**src/rtl/scan_config_loader_pkg.sv**
```systemverilog
// Shared definitions for the configuration scan-chain loader: FSM encoding,
// per-block chain lengths and a small helper used when sizing word transfers.
package scan_config_loader_pkg;

    typedef enum logic [1:0] {
        ST_IDLE  = 2'd0,
        ST_LOAD  = 2'd1,
        ST_SHIFT = 2'd2,
        ST_DONE  = 2'd3
    } state_e;

    localparam int DEF_WORD_W            = 8;
    localparam int CHAIN_LEN_SB_EDGE     = 12;  // 3 channels x 4 bits
    localparam int CHAIN_LEN_SB_INTERIOR = 24;

    function automatic int unsigned min_u(input int unsigned a, input int unsigned b);
        return (a < b) ? a : b;
    endfunction

endpackage

```
**src/rtl/scan_config_loader_if.sv**
```systemverilog
// Host/chain-side bundle of the scan loader. The master side is the config host
// plus the chain tail; the slave side is the loader itself.
interface scan_config_loader_if #(
    parameter int WORD_W = 8
);
    logic              start;
    logic [WORD_W-1:0] cfg_data;
    logic              cfg_valid;
    logic              cfg_ready;
    logic              scan_in;
    logic              scan_en;
    logic              scan_out;
    logic [WORD_W-1:0] rb_data;
    logic              rb_valid;
    logic              busy;
    logic              done;

    modport master (
        output start, cfg_data, cfg_valid, scan_out,
        input  cfg_ready, scan_in, scan_en, rb_data, rb_valid, busy, done
    );

    modport slave (
        input  start, cfg_data, cfg_valid, scan_out,
        output cfg_ready, scan_in, scan_en, rb_data, rb_valid, busy, done
    );
endinterface

```
**src/rtl/scan_config_loader_rb_deser.sv**
```systemverilog
// Readback deserializer: collects the bits leaving the chain tail into words,
// LSB first, and pulses rb_valid once per full word or at the final chain bit.
module scan_rb_deser #(
    parameter int WORD_W = 8
) (
    input  logic              clk,
    input  logic              rst_n,
    input  logic              scan_en_i,
    input  logic              scan_out_i,
    input  logic              last_i,
    output logic [WORD_W-1:0] rb_data_o,
    output logic              rb_valid_o
);
    localparam int IDX_W = (WORD_W > 1) ? $clog2(WORD_W) : 1;

    logic [IDX_W-1:0]  idx_q;
    logic [WORD_W-1:0] sr_q;
    logic [WORD_W-1:0] sr_d;
    logic [WORD_W-1:0] rb_data_q;
    logic              rb_valid_q;
    logic              word_end;

    // A new word starts from zero so a short final word is zero-padded.
    always_comb begin
        sr_d        = (idx_q == '0) ? '0 : sr_q;
        sr_d[idx_q] = scan_out_i;
    end

    assign word_end = (idx_q == IDX_W'(WORD_W - 1)) || last_i;

    // NOTE: state updates use <= so every flop samples pre-edge values.
    always_ff @(posedge clk or negedge rst_n) begin
        if (!rst_n) begin
            idx_q      <= '0;
            sr_q       <= '0;
            rb_data_q  <= '0;
            rb_valid_q <= 1'b0;
        end else begin
            rb_valid_q <= 1'b0;
            if (scan_en_i) begin
                sr_q <= sr_d;
                if (word_end) begin
                    rb_data_q  <= sr_d;
                    rb_valid_q <= 1'b1;
                    idx_q      <= '0;
                end else begin
                    idx_q <= idx_q + IDX_W'(1);
                end
            end
        end
    end

    assign rb_data_o  = rb_data_q;
    assign rb_valid_o = rb_valid_q;
endmodule

```
**src/rtl/scan_config_loader.sv**
```systemverilog
// Scan-chain bitstream initiator: takes config words over valid/ready and
// shifts exactly CHAIN_LEN bits into the fabric chain, capturing readback.
module scan_config_loader
    import scan_config_loader_pkg::*;
#(
    parameter int WORD_W    = DEF_WORD_W,
    parameter int CHAIN_LEN = CHAIN_LEN_SB_EDGE
) (
    input  logic                  clk,
    input  logic                  rst_n,
    scan_config_loader_if.slave   bus
);
    localparam int CNT_W = $clog2(CHAIN_LEN + 1);
    localparam int WB_W  = $clog2(WORD_W + 1);

    state_e            state_q;
    logic [CNT_W-1:0]  total_q;
    logic [WB_W-1:0]   wbits_q;
    logic [WORD_W-1:0] shift_q;
    logic              cfg_ready_q;
    logic              scan_en_q;
    logic              busy_q;
    logic              done_q;

    logic [CNT_W-1:0]  remain;
    logic [WB_W-1:0]   load_bits;
    logic              last_bit;

    // The final word may be partial; its upper bits are never shifted.
    assign remain    = CNT_W'(CHAIN_LEN) - total_q;
    assign load_bits = WB_W'(min_u(WORD_W, 32'(remain)));
    assign last_bit  = (total_q == CNT_W'(CHAIN_LEN - 1));

    always_ff @(posedge clk or negedge rst_n) begin
        if (!rst_n) begin
            state_q     <= ST_IDLE;
            total_q     <= '0;
            wbits_q     <= '0;
            shift_q     <= '0;
            cfg_ready_q <= 1'b0;
            scan_en_q   <= 1'b0;
            busy_q      <= 1'b0;
            done_q      <= 1'b0;
        end else begin
            case (state_q)
                ST_IDLE, ST_DONE: begin
                    if (bus.start) begin
                        state_q     <= ST_LOAD;
                        total_q     <= '0;
                        cfg_ready_q <= 1'b1;
                        busy_q      <= 1'b1;
                        done_q      <= 1'b0;
                    end
                end
                ST_LOAD: begin
                    if (bus.cfg_valid && cfg_ready_q) begin
                        shift_q     <= bus.cfg_data;
                        wbits_q     <= load_bits;
                        cfg_ready_q <= 1'b0;
                        scan_en_q   <= 1'b1;
                        state_q     <= ST_SHIFT;
                    end
                end
                ST_SHIFT: begin
                    shift_q <= shift_q >> 1;
                    total_q <= total_q + CNT_W'(1);
                    wbits_q <= wbits_q - WB_W'(1);
                    if (last_bit) begin
                        state_q   <= ST_DONE;
                        scan_en_q <= 1'b0;
                        busy_q    <= 1'b0;
                        done_q    <= 1'b1;
                    end else if (wbits_q == WB_W'(1)) begin
                        state_q     <= ST_LOAD;
                        scan_en_q   <= 1'b0;
                        cfg_ready_q <= 1'b1;
                    end
                end
                default: state_q <= ST_IDLE;
            endcase
        end
    end

    logic [WORD_W-1:0] rb_data;
    logic              rb_valid;

    scan_rb_deser #(.WORD_W(WORD_W)) u_rb_deser (
        .clk        (clk),
        .rst_n      (rst_n),
        .scan_en_i  (scan_en_q),
        .scan_out_i (bus.scan_out),
        .last_i     (last_bit),
        .rb_data_o  (rb_data),
        .rb_valid_o (rb_valid)
    );

    assign bus.cfg_ready = cfg_ready_q;
    assign bus.scan_in   = shift_q[0];
    assign bus.scan_en   = scan_en_q;
    assign bus.busy      = busy_q;
    assign bus.done      = done_q;
    assign bus.rb_data   = rb_data;
    assign bus.rb_valid  = rb_valid;
endmodule
```
**src/flat_wrapper.sv**
```systemverilog
// flat-port wrapper written by rule: the top's interface ports become plain ports
module scan_config_loader_flat import scan_config_loader_pkg::*;
#(
    parameter int WORD_W    = DEF_WORD_W,
    parameter int CHAIN_LEN = CHAIN_LEN_SB_EDGE
)
  (clk, rst_n, bus_start, bus_cfg_data, bus_cfg_valid, bus_scan_out, bus_cfg_ready, bus_scan_in, bus_scan_en, bus_rb_data, bus_rb_valid, bus_busy, bus_done);
  scan_config_loader_if #(.WORD_W(WORD_W)) bus_i ();
  input  logic clk;
  input  logic rst_n;
  input wire logic [$bits(bus_i.start)-1:0] bus_start;
  input wire logic [$bits(bus_i.cfg_data)-1:0] bus_cfg_data;
  input wire logic [$bits(bus_i.cfg_valid)-1:0] bus_cfg_valid;
  input wire logic [$bits(bus_i.scan_out)-1:0] bus_scan_out;
  output wire logic [$bits(bus_i.cfg_ready)-1:0] bus_cfg_ready;
  output wire logic [$bits(bus_i.scan_in)-1:0] bus_scan_in;
  output wire logic [$bits(bus_i.scan_en)-1:0] bus_scan_en;
  output wire logic [$bits(bus_i.rb_data)-1:0] bus_rb_data;
  output wire logic [$bits(bus_i.rb_valid)-1:0] bus_rb_valid;
  output wire logic [$bits(bus_i.busy)-1:0] bus_busy;
  output wire logic [$bits(bus_i.done)-1:0] bus_done;
  assign bus_i.start = bus_start;
  assign bus_i.cfg_data = bus_cfg_data;
  assign bus_i.cfg_valid = bus_cfg_valid;
  assign bus_i.scan_out = bus_scan_out;
  assign bus_cfg_ready = bus_i.cfg_ready;
  assign bus_scan_in = bus_i.scan_in;
  assign bus_scan_en = bus_i.scan_en;
  assign bus_rb_data = bus_i.rb_data;
  assign bus_rb_valid = bus_i.rb_valid;
  assign bus_busy = bus_i.busy;
  assign bus_done = bus_i.done;
  scan_config_loader #(.WORD_W(WORD_W), .CHAIN_LEN(CHAIN_LEN)) u_core (.clk(clk), .rst_n(rst_n), .bus(bus_i));
endmodule
```
**config.mk**
```make
export PLATFORM = sky130hd
export DESIGN_NAME = scan_config_loader_flat
export DESIGN_NICKNAME = d
export VERILOG_FILES = /design/src/rtl/scan_config_loader_pkg.sv /design/src/rtl/scan_config_loader_if.sv /design/src/rtl/scan_config_loader_rb_deser.sv /design/src/rtl/scan_config_loader.sv /design/src/flat_wrapper.sv
export SDC_FILE = /design/constraint.sdc
export NUM_CORES = 1
export LEC_CHECK = 0
export ABC_CLOCK_PERIOD_IN_PS = 1600
export BUFFER_PORTS_ARGS = -buffer_cell sky130_fd_sc_hd__buf_4
export CORE_ASPECT_RATIO = 0.6
export CORE_MARGIN = 3
export CORE_UTILIZATION = 50
export DETAILED_ROUTE_END_ITERATION = 7
export HOLD_SLACK_MARGIN = 0.02
export PLACE_DENSITY = 0.74
export SYNTH_ARGS = -nofsm -noshare
export SYNTH_HDL_FRONTEND = slang
export SYNTH_SLANG_ARGS = --single-unit
```
**constraint.sdc**
```tcl
create_clock -name clk -period 1.6 [get_ports clk]
set_input_delay 0 -clock clk [delete_from_list [all_inputs] [get_ports clk]]
set_output_delay 0 -clock clk [all_outputs]
set_load 0.01 [all_outputs]
```
Word level (Yosys, flattened, before mapping)
Index checks and enable logic that the tools add are counted.
{"block": "classes", "div_mod_pow": 0, "n_mux": 33, "bitwise_logic": 0, "n_shift": 0, "n_eq_ne": 12, "reduce_logical": 15, "magnitude_cmp": 3, "n_addsub": 4, "mul": 0}
{"op": "$mux W8", "n": 2}
{"op": "$pmux W4 S2", "n": 2}
{"op": "$pmux W8 S2", "n": 1}
{"op": "$mux W1", "n": 13}
{"op": "$mux W4", "n": 3}
{"op": "$reduce_and A3 Y1", "n": 3}
{"op": "$bwmux W8", "n": 1}
{"op": "$mux W2", "n": 4}
{"op": "$ne A2 B2 Y1 const B", "n": 3}
{"op": "$pmux W1 S2", "n": 3}
{"op": "$pmux W2 S3", "n": 1}
{"op": "$reduce_and A2 Y1", "n": 3}
{"op": "$add A4 B1 Y4 const B", "n": 1}
{"op": "$eq A2 B2 Y1 const B", "n": 2}
{"op": "$eq A4 B1 Y1 const B", "n": 1}
{"op": "$eq A4 B4 Y1 const B", "n": 1}
{"op": "$lt A3 B4 Y1 const B", "n": 1}
{"op": "$lt A4 B4 Y1 const A", "n": 1}
{"op": "$ne A2 B1 Y1 const B", "n": 2}
{"op": "$reduce_and A4 Y1", "n": 1}
{"op": "$reduce_bool A2 Y1", "n": 2}
{"op": "$sub A4 B1 Y4 const B", "n": 1}
{"op": "$sub A4 B4 Y4 const A", "n": 1}
{"op": "$add A3 B1 Y3 const B", "n": 1}
{"op": "12 further kinds", "n": 13}
{"block": "word_totals", "word_cells": 79, "ramBits": 0, "mem_count": 0, "latch_bits": 0, "input_bits": 13, "mem_bits_ro": 0, "register_bits": 42}

Depth between registers and ports, before layout
Gate-level depths: netlist of the first run.
{"block": "logic_depth", "ltp_word": 5, "ltp_mapped": 8, "ltp_nobuf": 6}

Hierarchy
A second synthesis of the first run with hierarchy kept.
{"block": "unflattened", "hier_cells": 245, "hier_area_um2": 2337.2}
{"mod": "scan_config_loader", "area_each_um2": 1280.0, "cells_each": 138, "seq_area_each_um2": 550.5, "instances": 1}
{"mod": "scan_rb_deser", "area_each_um2": 1057.3, "cells_each": 107, "seq_area_each_um2": 500.5, "instances": 1}

Worst setup path after synthesis of the first run
No wires, ideal clock.
{"block": "synth_timing", "kind": "reg-to-reg", "startpoint": "register u_core.state_q[0]", "endpoint": "register u_core.shift_q[0]", "setup_slack_ns": 0.070, "setup_ns": 0.126, "n_path_buf": 2, "arrival_time_ns": 1.404, "stages_incl_launch_ff": 8, "synth_period_minus_slack_ns": 1.530, "path_cell_list": "dfrtp_1 -> inv_1 -> ha_1 -> or2_1 -> buf_4 -> buf_2 -> nand2_1 -> o21ai_0"}
{"block": "synth_between", "elab_chain_cells": 3, "word_cells_on_any_way": 6, "cone_classes": "3 x eq/ne; 1 x mux; 2 x reduce/logical"}
{"element": "start: declaration", "line": "scan_config_loader.sv:16", "rtl": "state_e state_q;"}
{"element": "start signal: assignment", "line": "scan_config_loader.sv:36", "rtl": "state_q <= ST_IDLE;"}
{"element": "start signal: assignment", "line": "scan_config_loader.sv:48", "rtl": "state_q <= ST_LOAD;"}
{"element": "start signal: assignment", "line": "scan_config_loader.sv:61", "rtl": "state_q <= ST_SHIFT;"}
{"element": "$eq A2 B1 Y1 / $eq A2 B2 Y1 (equally long branches)", "line": "scan_config_loader.sv:45", "rtl": "case (state_q)"}
{"element": "$ne A2 B1 Y1 (no line) / $reduce_bool A2 Y1 (equally long branches)"}
{"element": "$reduce_and A2 Y1 (no line)"}
{"element": "end signal: assignment", "line": "scan_config_loader.sv:57", "rtl": "shift_q <= bus.cfg_data;"}
{"element": "end signal: assignment", "line": "scan_config_loader.sv:65", "rtl": "shift_q <= shift_q >> 1;"}
{"element": "end: declaration", "line": "scan_config_loader.sv:19", "rtl": "logic [WORD_W-1:0] shift_q;"}
Several ways; a longest one is shown, not always the timed one.
A chain may end at the register's enable or synchronous reset.

Final worst setup path of the first run
{"block": "layout_timing", "startpoint": "register u_core.total_q[0]", "endpoint": "register u_core.cfg_ready_q (netlist: u_core.bus.cfg_ready)"}
{"block": "layout_between", "elab_chain_cells": 3}
{"element": "start: declaration", "line": "scan_config_loader.sv:17", "rtl": "logic [CNT_W-1:0] total_q;"}
{"element": "start signal: assignment", "line": "scan_config_loader.sv:66", "rtl": "total_q <= total_q + CNT_W'(1);"}
{"element": "$eq A4 B4 Y1", "line": "scan_config_loader.sv:32", "rtl": "assign last_bit = (total_q == CNT_W'(CHAIN_LEN - 1));"}
{"element": "$ne A2 B2 Y1 (no line)"}
{"element": "$reduce_and A4 Y1 (no line)"}
{"element": "end signal: assignment", "line": "scan_config_loader.sv:40", "rtl": "cfg_ready_q <= 1'b0;"}
{"element": "end signal: assignment", "line": "scan_config_loader.sv:50", "rtl": "cfg_ready_q <= 1'b1;"}
{"element": "end signal: assignment", "line": "scan_config_loader.sv:59", "rtl": "cfg_ready_q <= 1'b0;"}
{"element": "end: declaration", "line": "scan_config_loader.sv:20", "rtl": "logic cfg_ready_q;"}
Every way passes these cells.

==> results by group, run 1 <==
Status
  • Status: complete, no violations

Placed design
  • I/O Buffers: 26
  • Post-Place Cell Area: 2540 sq um
  • RD Place Congestion: between 0.8 and 0.9
  • HPWL after detailed placement: about 3200 microns
  • Pre-CTS setup slack: -24.42 ps

GRT
  • First-pass GRT wire length: 7935 microns
  • GRT overflow: 0
  • Initial antenna violation count: 0
  • Total track usage: 19.00%
  • Vias in the first global route: 1643
  • Largest net degree at the start of global routing: 43

Route
  • DRT Pass-1 Iters: 4
  • DRT antenna net count: 0
  • Initial drt markers: 89
  • Vias per cell: 5.416
  • Total wire length: 4810 microns
  • Drt drc: 0
  • DR vias: 1836
  • Routed len/inst: 14.19 microns

Synth
  • Synth async-reset ratio: 100.0%
  • Mapped cell area: 2203 sq um
  • Main synth FF type: dfrtp_1
  • Synth Net Count: 253
  • Number of synthesized flops with an enable pin: 0
  • YS warnings: 0
  • Mapped Cells: 231
  • Mean post-synth cell area: 9.538 sq um
  • Seq cells post-synth: 42
  • Seq/Total Area, Yosys: 47.70%
  • Unique masters post-synth: 45

Timing
  • Least-Margin Pin Slew: 528.4 ps
  • Tmin final: 1580 ps
  • Final worst-path cycle share: 98.72%
  • Final hold violations: 0
  • Pins Over Slew Limit: 0
  • Worst Clk Skew: about 12 ps
  • RSZ-0062 raised after global routing: true
  • Setup violations, final: 0
  • Post-route worst setup slack: 20.45 ps
  • Fin Hold WS: 46.46 ps
  • Setup TNS: 0 ps
  • Max Freq: 633.1 MHz
  • Max-slew headroom: about 65%

Layout
  • Final Net Count: 300
  • Util after Layout: 67.33%
  • Layout cells sized above 1: 26.88%
  • Area Overhead vs Synth: 27.31%
  • Diode count: 0
  • Fin area: 2805 sq um

Floorplanning
  • Starting Density: 52.88%
  • Io pins: 27
  • Die Height: 57.42 microns
  • Die area: 5265 sq um
  • Row count: 18
  • Die width: ~90 microns
  • Area of the core: 4167 sq um

Worst setup path
  • Critical path class: register to register
  • CP max FO: 5
  • Critical-path cell list: ha_1 -> and3b_4 -> a211o_1 -> o21ai_0 -> o31ai_1
  • Worst EP required: 1780 ps
  • Crit path launch type: register
  • Max incr delay on CP: 430 ps
  • Slowest-stage cell, CP: dfrtp_1
  • CP Capture Type: register
  • Worst EP arrival: approximately 1800 ps

Clocking
  • Worst skew pair latency: 300 ps
  • # clock sinks: 42
  • CTS tree: done
  • Clock Pin Slew Worst Setup and Hold Paths: 90 ps
  • H-Tree Depth: 2
  • Clock tree root buffer cell: clkbuf_8
  • Clock Tree Buf Depth: 2
  • Total CTS buffers: 5

Hold path
  • Hold Crit Class: primary input to register

Pwr
  • Leak Pwr: 0.001285 uW
  • Peak VDD IR: 1.186 mV
  • PD cells: 2049 nW/um^2

Job
  • # Max-Cap Violations: 0
[through the flow]
step	total power, uW	instances
after floorplan	3695	231
after global placement	4507	322
after detailed placement	4609	322
after CTS	5544	338
after global routing	6218	339
final	5749	339
[power by group]
| group | total [uW] | switching [uW] | internal (uW) |
|---|---|---|---|
| Clock | 854 | 386 | 468 |
| Combinational | 2920 | 1510 | 1400 |
| Sequential | 1980 | 419 | 1560 |
| Total | 5750 | 2320 | 3430 |
[per-layer routing]
metal  GRT usage [%]  wire (microns)  part of all wire, %
met4           4.017              47                 0.98
met5               0               0                    0
met2           26.17            1997                   42
met1           29.72            2505                   52
met3           5.270             259                  5.4
[critical path: cells and delay by family (launching register included)]
family                     cells  cell delay [ps]
AOI/OAI and AO/OA              3              580
DFF                            1              430
adders and majority gates      1              240
and+or+nand+nor                1              210
[logic make-up after synthesis]
group,Yosys count,synth area share (%)
compound gates,73,20.44
buf+inv,22,4.713
simple gates,71,15.50
xor+xnor,1,0.3976
flops,42,47.70
fa+ha+maj,9,5.111
mux,13,6.133
[registers in the layout, summed over array words and instances, names as in the netlist]
register and flops:
u_core.bus.scan_en 1, u_core.wbits_q 4, u_core.u_rb_deser.rb_valid_o 1, u_core.shift_q 8
u_core.u_rb_deser.rb_data_o 8, u_core.state_q 2, u_core.u_rb_deser.idx_q 3, u_core.bus.done 1
u_core.bus.busy 1, u_core.bus.cfg_ready 1, u_core.u_rb_deser.sr_q 8, u_core.total_q 4
[worst paths after layout]
path / depth (start not counted) / end / slack (ps) / start
setup / recovery: 5 / u_core.bus.cfg_ready / 20 / u_core.total_q[0]
hold / removal: 3 / u_core.shift_q[4] / 50 / bus_cfg_data[4]
setup reg to reg: 5 / u_core.bus.cfg_ready / 20 / u_core.total_q[0]
hold reg to reg: 2 / u_core.u_rb_deser.rb_data_o[3] / 480 / u_core.u_rb_deser.rb_data_o[3]
max in group asynchronous: 2 / u_core.total_q[1] / 970 / rst_n
min in group asynchronous: 2 / u_core.u_rb_deser.rb_data_o[2] / 230 / rst_n
[final cells by class]
cell class / count / area (sq um)
Fill cell: 331 / 1361
Inverter: 12 / 45.04
Clock buffer: 5 / 68.82
Timing Repair Buffer: 50 / 415.4
Sequential cell: 42 / 1055
Clock inverter: 3 / 43.79
Multi-Input combinational cell: 167 / 1102
Tap cell: 60 / 75.07
[placed cells by master, fill, tap and decap left out, types with 2 or more instances in the layout]
master / synthesis / routed
a21oi_1: 19 / 18
nand3_1: 6 / 6
dfrtp_2: 0 / 3
a21o_1: 2 / 2
a22o_1: 2 / 2
o21ai_0: 29 / 29
clkbuf_8: 0 / 5
ha_1: 9 / 8
nor2b_1: 3 / 2
a22oi_2: 1 / 3
nor2_1: 19 / 18
mux2i_1: 9 / 9
nor3_1: 3 / 3
buf_6: 1 / 2
buf_4: 3 / 39
nor3b_1: 2 / 2
mux2_2: 4 / 4
or3_1: 2 / 2
nand2_1: 26 / 26
inv_1: 12 / 11
dfrtp_1: 42 / 39
nand3b_1: 2 / 2
dlygate4sd3_1: 0 / 8
o21ai_1: 2 / 2
a22oi_1: 5 / 3
[synth_stat cells (all sizes together), types with 3 or more instances]
cell | count | area [sq um]
nor2b | 4 | 27.53
o21ai | 32 | 163.9
buf | 6 | 43.79
a22oi | 6 | 50.05
nor3 | 3 | 15.01
dfrtp | 42 | 1051
ha | 9 | 112.6
inv | 12 | 45.04
clkbuf | 4 | 15.01
nor2 | 19 | 71.32
nand3 | 6 | 30.03
mux2 | 4 | 45.04
mux2i | 9 | 90.09
nand2 | 26 | 97.59
a21oi | 19 | 95.09
[timing repair]
action | 4_1_cts | 5_1_grt
endpoints found under the hold margin | 49 | 0
pin swaps | 0 | 2
gates resized for setup | 3 | 16
setup endpoints to repair | 5 | 29
hold buffers | 8 | 0
buffers inserted | 0 | 1
Note: power is estimated with default switching activity, not from simulation.
==> inputs of run 2 (changes only) <==
Settings changed: PLACE_DENSITY 0.74 to 0.8.
==> run 2 against run 1 <==
Against the previous run:
- total power up 0.73%
- clock power decreased by 2%
- wire length rose by 1.1%
- first-iteration DRC count is 40% higher
- cell count grew 0.29%
- register-to-register slack improved by 50 ps
- design area barely moved
- global-route usage grew 1.4 points
- via count grew 0.54%
- combinational power is 4% higher
- sequential share of layout area about the same
- core utilization increased by 0.060 points
- critical path type unchanged
- largest power group unchanged
- highest routed layer unchanged
==> results by group, run 2 (same netlist as run 1, synthesis figures left out) <==
Timing
  • Final worst-path cycle share: 95.61% (-3.1 points)
  • Setup violations, final: 0 (unchanged)
  • Post-route worst setup slack: 70.17 ps (+49.71 ps)
  • Max-slew headroom: 65.29% (+0.51 points)
  • Tmin final: 1530 ps (-49.71 ps)
  • Worst Clk Skew: 7.751 ps (-4.177 ps)
  • Fin Hold WS: 24.81 ps (-21.65 ps)
  • Least-Margin Pin Slew: 520.6 ps (-7.711 ps)
  • Max Freq: 653.7 MHz (+3.2%)
  • RSZ-0062 raised after global routing: true
  • Final hold violations: 0 (unchanged)
  • Pins Over Slew Limit: 0 (unchanged)
  • Setup TNS: 0 ps (unchanged)

GRT
  • First-pass GRT wire length: 8500 microns (+7.1%)
  • Largest net degree at the start of global routing: 43 (unchanged)
  • Total track usage: 20.41% (+1.4 points)
  • Initial antenna violation count: 0 (unchanged)
  • Vias in the first global route: 1778 (+8.2%)
  • GRT overflow: 0 (unchanged)

Worst setup path
  • Launching point of the worst reg2reg path: u_core.total_q[0]
  • Slowest-stage cell, CP: dfrtp_2
  • Worst EP arrival: 1710 ps (-50 ps)
  • R2R setup slack: 70 ps (+50 ps)
  • Delay-heaviest family, CP: compound AO/OA/AOI/OAI gates
  • Critical path class: register to register
  • Critical-path cell list: ha_1 -> and3b_4 -> a211o_1 -> o21ai_0 -> o31ai_1
  • Worst Reg-to-Reg Cells: 5 (unchanged)
  • CP max FO: 6 (+1)
  • Crit path buffers/inverters: 0 (unchanged)
  • Crit path launch type: register
  • CP startpoint: u_core.total_q[0]
  • Terminus of the critical flop-to-flop path: u_core.bus.cfg_ready
  • Worst EP required: 1780 ps (about the same)
  • Max incr delay on CP: 450 ps (+20 ps)
  • CP Capture Type: register

Floorplanning
  • Area of the core: 4167 sq um (unchanged)
  • Die width: 91.70 microns (unchanged)
  • Die Height: 57.42 microns (unchanged)
  • Row count: 18 (unchanged)
  • Die area: 5265 sq um (unchanged)
  • Starting Density: 52.88% (unchanged)
  • Io pins: 27 (unchanged)

Layout
  • Layout cells sized above 1: 27.86% (+0.98 points)
  • Post-route insts no fill: 340 (+0.29%)
  • Highest-count cells in the layout ignoring fill and taps: buf_4 (42), dfrtp_1 (38), nand2_1 (26), o21ai_0 (24), a21oi_1 (19)
  • Area Overhead vs Synth: 27.43% (about the same)
  • Fillers: 338 (+2.1%)
  • Final Net Count: 301 (+0.33%)
  • Diode count: 0 (unchanged)
  • Util after Layout: 67.39% (about the same)
  • Commonest non-fill, non-tap cell in the layout: buf_4

Route
  • Drt drc: 0 (unchanged)
  • DR vias: 1846 (+0.54%)
  • DRT Pass-1 Iters: 4 (unchanged)
  • DRT antenna net count: 0 (unchanged)
  • Initial drt markers: 125 (+40%)
  • Vias per cell: 5.429 (+0.25%)
  • Routed len/inst: 14.30 microns (+0.76%)
  • Total wire length: 4861 microns (+1.1%)

Hold path
  • HP Start: bus_cfg_data[1]
  • Hold Crit Class: primary input to register
  • WHS Path Cells: 3 (unchanged)
  • Hold Path End: u_core.shift_q[1]

Clocking
  • Worst skew pair latency: 290 ps (about the same)
  • Clock Tree Buf Depth: 2 (unchanged)
  • # clock sinks: 42 (unchanged)
  • CTS tree: done
  • Clock Pin Slew Worst Setup and Hold Paths: 80 ps (about the same)
  • Total CTS buffers: 5 (unchanged)
  • Clock tree root buffer cell: clkbuf_8
  • H-Tree Depth: 2 (unchanged)

Pwr
  • Leak Pwr: 0.001277 uW (-0.60%)
  • Peak VDD IR: 0.9234 mV (-22%)
  • PD cells: 2062 nW/um^2 (+0.64%)

Placed design
  • RD Place Congestion: 0.8526 (+5.9%)
  • HPWL after detailed placement: 3450 microns (+6.8%)
  • Pre-CTS setup slack: -22.29 ps (+2.134 ps)
  • Dpl cells: 323 (+0.31%)
  • I/O Buffers: 26 (unchanged)

Status
  • Status: complete, no violations

Job
  • # Max-Cap Violations: 0 (unchanged)
[run 2: cell count changes in the layout (fill, tap and decap cells not counted), moves of 2 or more]
cell        before  now
ha_2             0    2
o21ai_1          2    7
buf_4           39   42
o21ai_0         29   24
nor2b_2          1    3
buf_6            2    0
a22oi_2          3    1
clkinvlp_4       0    2
a22oi_1          3    5
ha_1             8    6
[run 2: final cells by class]
type | count | area, sq um | share of cell area, %
multi-input combinational | 167 | 1092 | 38.90
sequential | 42 | 1056 | 37.61
timing repair buffer | 51 | 425.4 | 15.15
tap | 60 | 75.07 | 2.674
clock buffer | 5 | 68.82 | 2.451
clock inverter | 3 | 45.04 | 1.604
inverter | 12 | 45.04 | 1.604
[run 2: timing repair]
action | in CTS | in global routing
hold endpoints to repair | 48 | 0
buffers inserted | 0 | 2
hold buffers | 7 | 0
pin swaps | 0 | 1
endpoints found under the setup margin | 6 | 25
gates resized for setup | 5 | 17
[run 2: worst max-delay path by stage]
stage / end / slack [ps] / cells past startpoint
3_5_place_dp: u_core.total_q[3] / -20 / 6
4_1_cts: u_core.wbits_q[1] / 20 / 4
3_3_place_gp: u_core.state_q[0] / 6 / 5
6_report: u_core.bus.cfg_ready / 70 / 5
2_1_floorplan: u_core.shift_q[0] / 70 / 7
5_1_grt: u_core.wbits_q[3] / -3 / 6
[run 2: routing by layer]
layer  global-route usage [%]  vias to the layer above  share of wire (%)  wire length (microns)
met4                    4.228                        0               0.35                     17
met1                    30.97                      874                 51                   2480
met5                        0                        -                  0                      0
met3                    6.061                        2                5.8                    283
li1                         -                      913                  -                      -
met2                    28.97                       57                 43                   2079
[run 2: metrics by stage]
step	area [sq um]	total power, uW
2_1_floorplan	2203	3695
3_3_place_gp	2560	4596
3_5_place_dp	2560	4715
4_1_cts	2763	5678
5_1_grt	2808	6265
6_report	2808	5791
[run 2: power breakdown]
part           total [uW]  leakage [uW]  internal, uW  switching [uW]
Sequential           1920      0.000505          1560             361
Clock                 841     0.0000504           464             377
Combinational        3030      0.000721          1460            1570
Total                5790       0.00128          3490            2310
[run 2: worst reg2reg max path: stages, from the launching register on]
cell and delay, ps:
dfrtp_2 450, ha_1 230, and3b_4 210, a211o_1 300, o21ai_0 150, o31ai_1 90
==> inputs of run 3 (changes only) <==
Settings changed: SETUP_SLACK_MARGIN set to 0.4.
==> run 3 against run 2 <==
Against the previous run:
- critical path depth increased by 1
- cell count increased by 7.4%
- clock power decreased by 14%
- maximum frequency decreased by 1.9%
- core utilization increased by 14 points
- combinational power increased by 57%
- flip-flop and latch count unchanged
- register-to-register slack got worse by 30 ps
- sequential share of layout area decreased by 6.4 points
- clock skew increased by 3.7 ps
- total power increased by 32%
- die area unchanged
- highest routed layer unchanged
==> results by group, run 3 (same netlist as run 1, synthesis figures left out) <==
Route
  • DR vias: 2241 (+21%)
  • Vias per cell: 6.140 (+13%)
  • Initial drt markers: 249 (+99%)
  • Drt drc: 0 (unchanged)
  • DRT Pass-1 Iters: 5 (+1)
  • Total wire length: 7808 microns (+61%)
  • DRT antenna net count: 0 (unchanged)
  • Routed len/inst: 21.39 microns (+50%)

Worst setup path
  • Worst Reg-to-Reg Cells: 6 (+1)
  • Worst EP arrival: 1790 ps (+80 ps)
  • Terminus of the critical flop-to-flop path: u_core.u_rb_deser.rb_data_o[5]
  • R2R setup slack: 40 ps (-30 ps)
  • Crit path launch type: register
  • Worst EP required: 1830 ps (+50 ps)
  • Critical path class: register to register
  • CP startpoint: u_core.total_q[0]
  • CP Capture Type: register
  • CP max FO: 8 (+2)
  • Launching point of the worst reg2reg path: u_core.total_q[0]
  • Crit path capture: u_core.u_rb_deser.rb_data_o[5]

Timing
  • Least-Margin Pin Slew: 552.3 ps (+31.61 ps)
  • Max-slew headroom: 63.18% (-2.1 points)
  • Setup violations, final: 0 (unchanged)
  • RSZ-0062 raised after global routing: true
  • Tmin final: 1559 ps (+29.42 ps)
  • Final worst-path cycle share: 97.45% (+1.8 points)
  • Final hold violations: 0 (unchanged)
  • Pins Over Slew Limit: 0 (unchanged)
  • Post-route worst setup slack: 40.75 ps (-29.42 ps)
  • Worst Clk Skew: 11.50 ps (+3.744 ps)
  • Max Freq: 641.3 MHz (-1.9%)

GRT
  • Initial antenna violation count: 0 (unchanged)
  • First-pass GRT wire length: 10600 microns (+25%)
  • Total track usage: 26.06% (+5.6 points)
  • Largest net degree at the start of global routing: 43 (unchanged)
  • GRT overflow: 0 (unchanged)
  • Vias in the first global route: 2148 (+21%)

Floorplanning
  • Die area: 5265 sq um (unchanged)
  • Die width: 91.70 microns (unchanged)
  • Die Height: 57.42 microns (unchanged)
  • Row count: 18 (unchanged)
  • Area of the core: 4167 sq um (unchanged)
  • Starting Density: 52.88% (unchanged)
  • Io pins: 27 (unchanged)

Clocking
  • # clock sinks: 42 (unchanged)
  • CTS tree: done
  • Clock tree root buffer cell: clkbuf_8
  • H-Tree Depth: 2 (unchanged)
  • Total CTS buffers: 5 (unchanged)
  • Clock Tree Buf Depth: 2 (unchanged)
  • Clock Pin Slew Worst Setup and Hold Paths: 90 ps (about the same)
  • Worst skew pair latency: 310 ps (+20 ps)

Pwr
  • Leak Pwr: 0.001501 uW (+18%)
  • PD cells: 2248 nW/um^2 (+9.0%)
  • Peak VDD IR: 1.047 mV (+13%)

Placed design
  • HPWL after detailed placement: 3607 microns (+4.5%)
  • Post-Place Cell Area: 2618 sq um (+2.2%)
  • I/O Buffers: 26 (unchanged)
  • RD Place Congestion: 0.8909 (+4.5%)
  • Pre-CTS setup slack: 44.76 ps (+67.05 ps)

Hold path
  • Hold Crit Class: primary input to register
  • HP Start: bus_start

Layout
  • Commonest non-fill, non-tap cell in the layout: buf_4
  • Final Net Count: 326 (+8.3%)
  • Fin area: 3398 sq um (+21%)
  • Diode count: 0 (unchanged)
  • Area Overhead vs Synth: 54.23%
  • Fillers: 228 (-33%)
  • Highest-count cells in the layout ignoring fill and taps: buf_4 (53), dfrtp_1 (34), nand2_1 (18), nor2_1 (17), o21ai_1 (14)
  • Layout cells sized above 1: 54.10% (+26 points)

Job
  • # Max-Cap Violations: 0 (unchanged)

Status
  • Status: complete, no violations
==> run 3: cell count changes in the layout (fill, tap and decap cells not counted), moves of 7 or more <==
cell | previous run | this run
a21oi_1 | 19 | 9
o21ai_1 | 7 | 14
o21ai_0 | 24 | 6
o21ai_2 | 1 | 10
buf_6 | 0 | 10
a21oi_2 | 0 | 8
inv_2 | 1 | 8
nand2_1 | 26 | 18
inv_1 | 11 | 4
buf_4 | 42 | 53
==> run 3: repair_timing <==
action                                 in CTS  in global routing
endpoints found under the hold margin      50                  0
setup endpoints to repair                  42                 43
hold buffers                                9                  0
pin swaps                                  23                 22
cloned                                      2                  0
gates resized for setup                    60                 41
setup buffers                              20                  9
==> run 3: area by class of cell <==
class | instances | area (sq um) | share of cell area [%]
Sequential cell | 42 | 1061 | 31.22
Inverter | 12 | 45.04 | 1.325
Multi-Input combinational cell | 167 | 1446 | 42.56
Timing Repair Buffer | 76 | 680.7 | 20.03
Tap cell | 60 | 75.07 | 2.209
Clock buffer | 5 | 68.82 | 2.025
Clock inverter | 3 | 21.27 | 0.6259
==> run 3: critical path, stage by stage, from the launching register on <==
cell and delay (ps):
dfrtp_2 480, ha_4 180, and3b_4 200, o21ai_4 240, clkbuf_16 220, nand2_2 60, o21ai_1 100
==> run 3: worst min-delay path by stage <==
stage / end / slack [ps] / cells past startpoint
after detailed placement: u_core.u_rb_deser.sr_q[2] / 20 / 1
after global placement: u_core.u_rb_deser.sr_q[5] / 20 / 1
after CTS: u_core.bus.busy / 30 / 3
after global routing: u_core.bus.busy / 30 / 3
final: u_core.bus.busy / 5 / 3
after floorplan: u_core.bus.busy / -300 / 0
==> run 3: layer usage <==
layer / part of all wire, % / GRT usage [%] / vias up / wire length [microns]
li1: - / - / 955 / -
met5: 0 / 0 / - / 0
met2: 48 / 42.68 / 143 / 3710
met1: 40 / 32.60 / 1100 / 3105
met3: 7.6 / 6.456 / 43 / 597
met4: 5.0 / 13.32 / 0 / 394
==> run 3: stage by stage <==
stage	power, uW	util, %	hold slack, ps	TNS, ps	std cells
3_5_place_dp	4960	62.82	21.05	0	317
3_3_place_gp	4805	62.82	22.26	0	317
4_1_cts	6616	76.82	26.22	0	356
6_report	7639	81.56	4.780	0	365
5_1_grt	8016	81.56	26.62	-39.42	365
2_1_floorplan	4101	-	-295.6	0	231
==> run 3: power by group <==
group / total (uW) / internal, uW / switching, uW
clock network: 726 / 307 / 419
registers: 2160 / 1560 / 594
logic: 4760 / 2390 / 2370
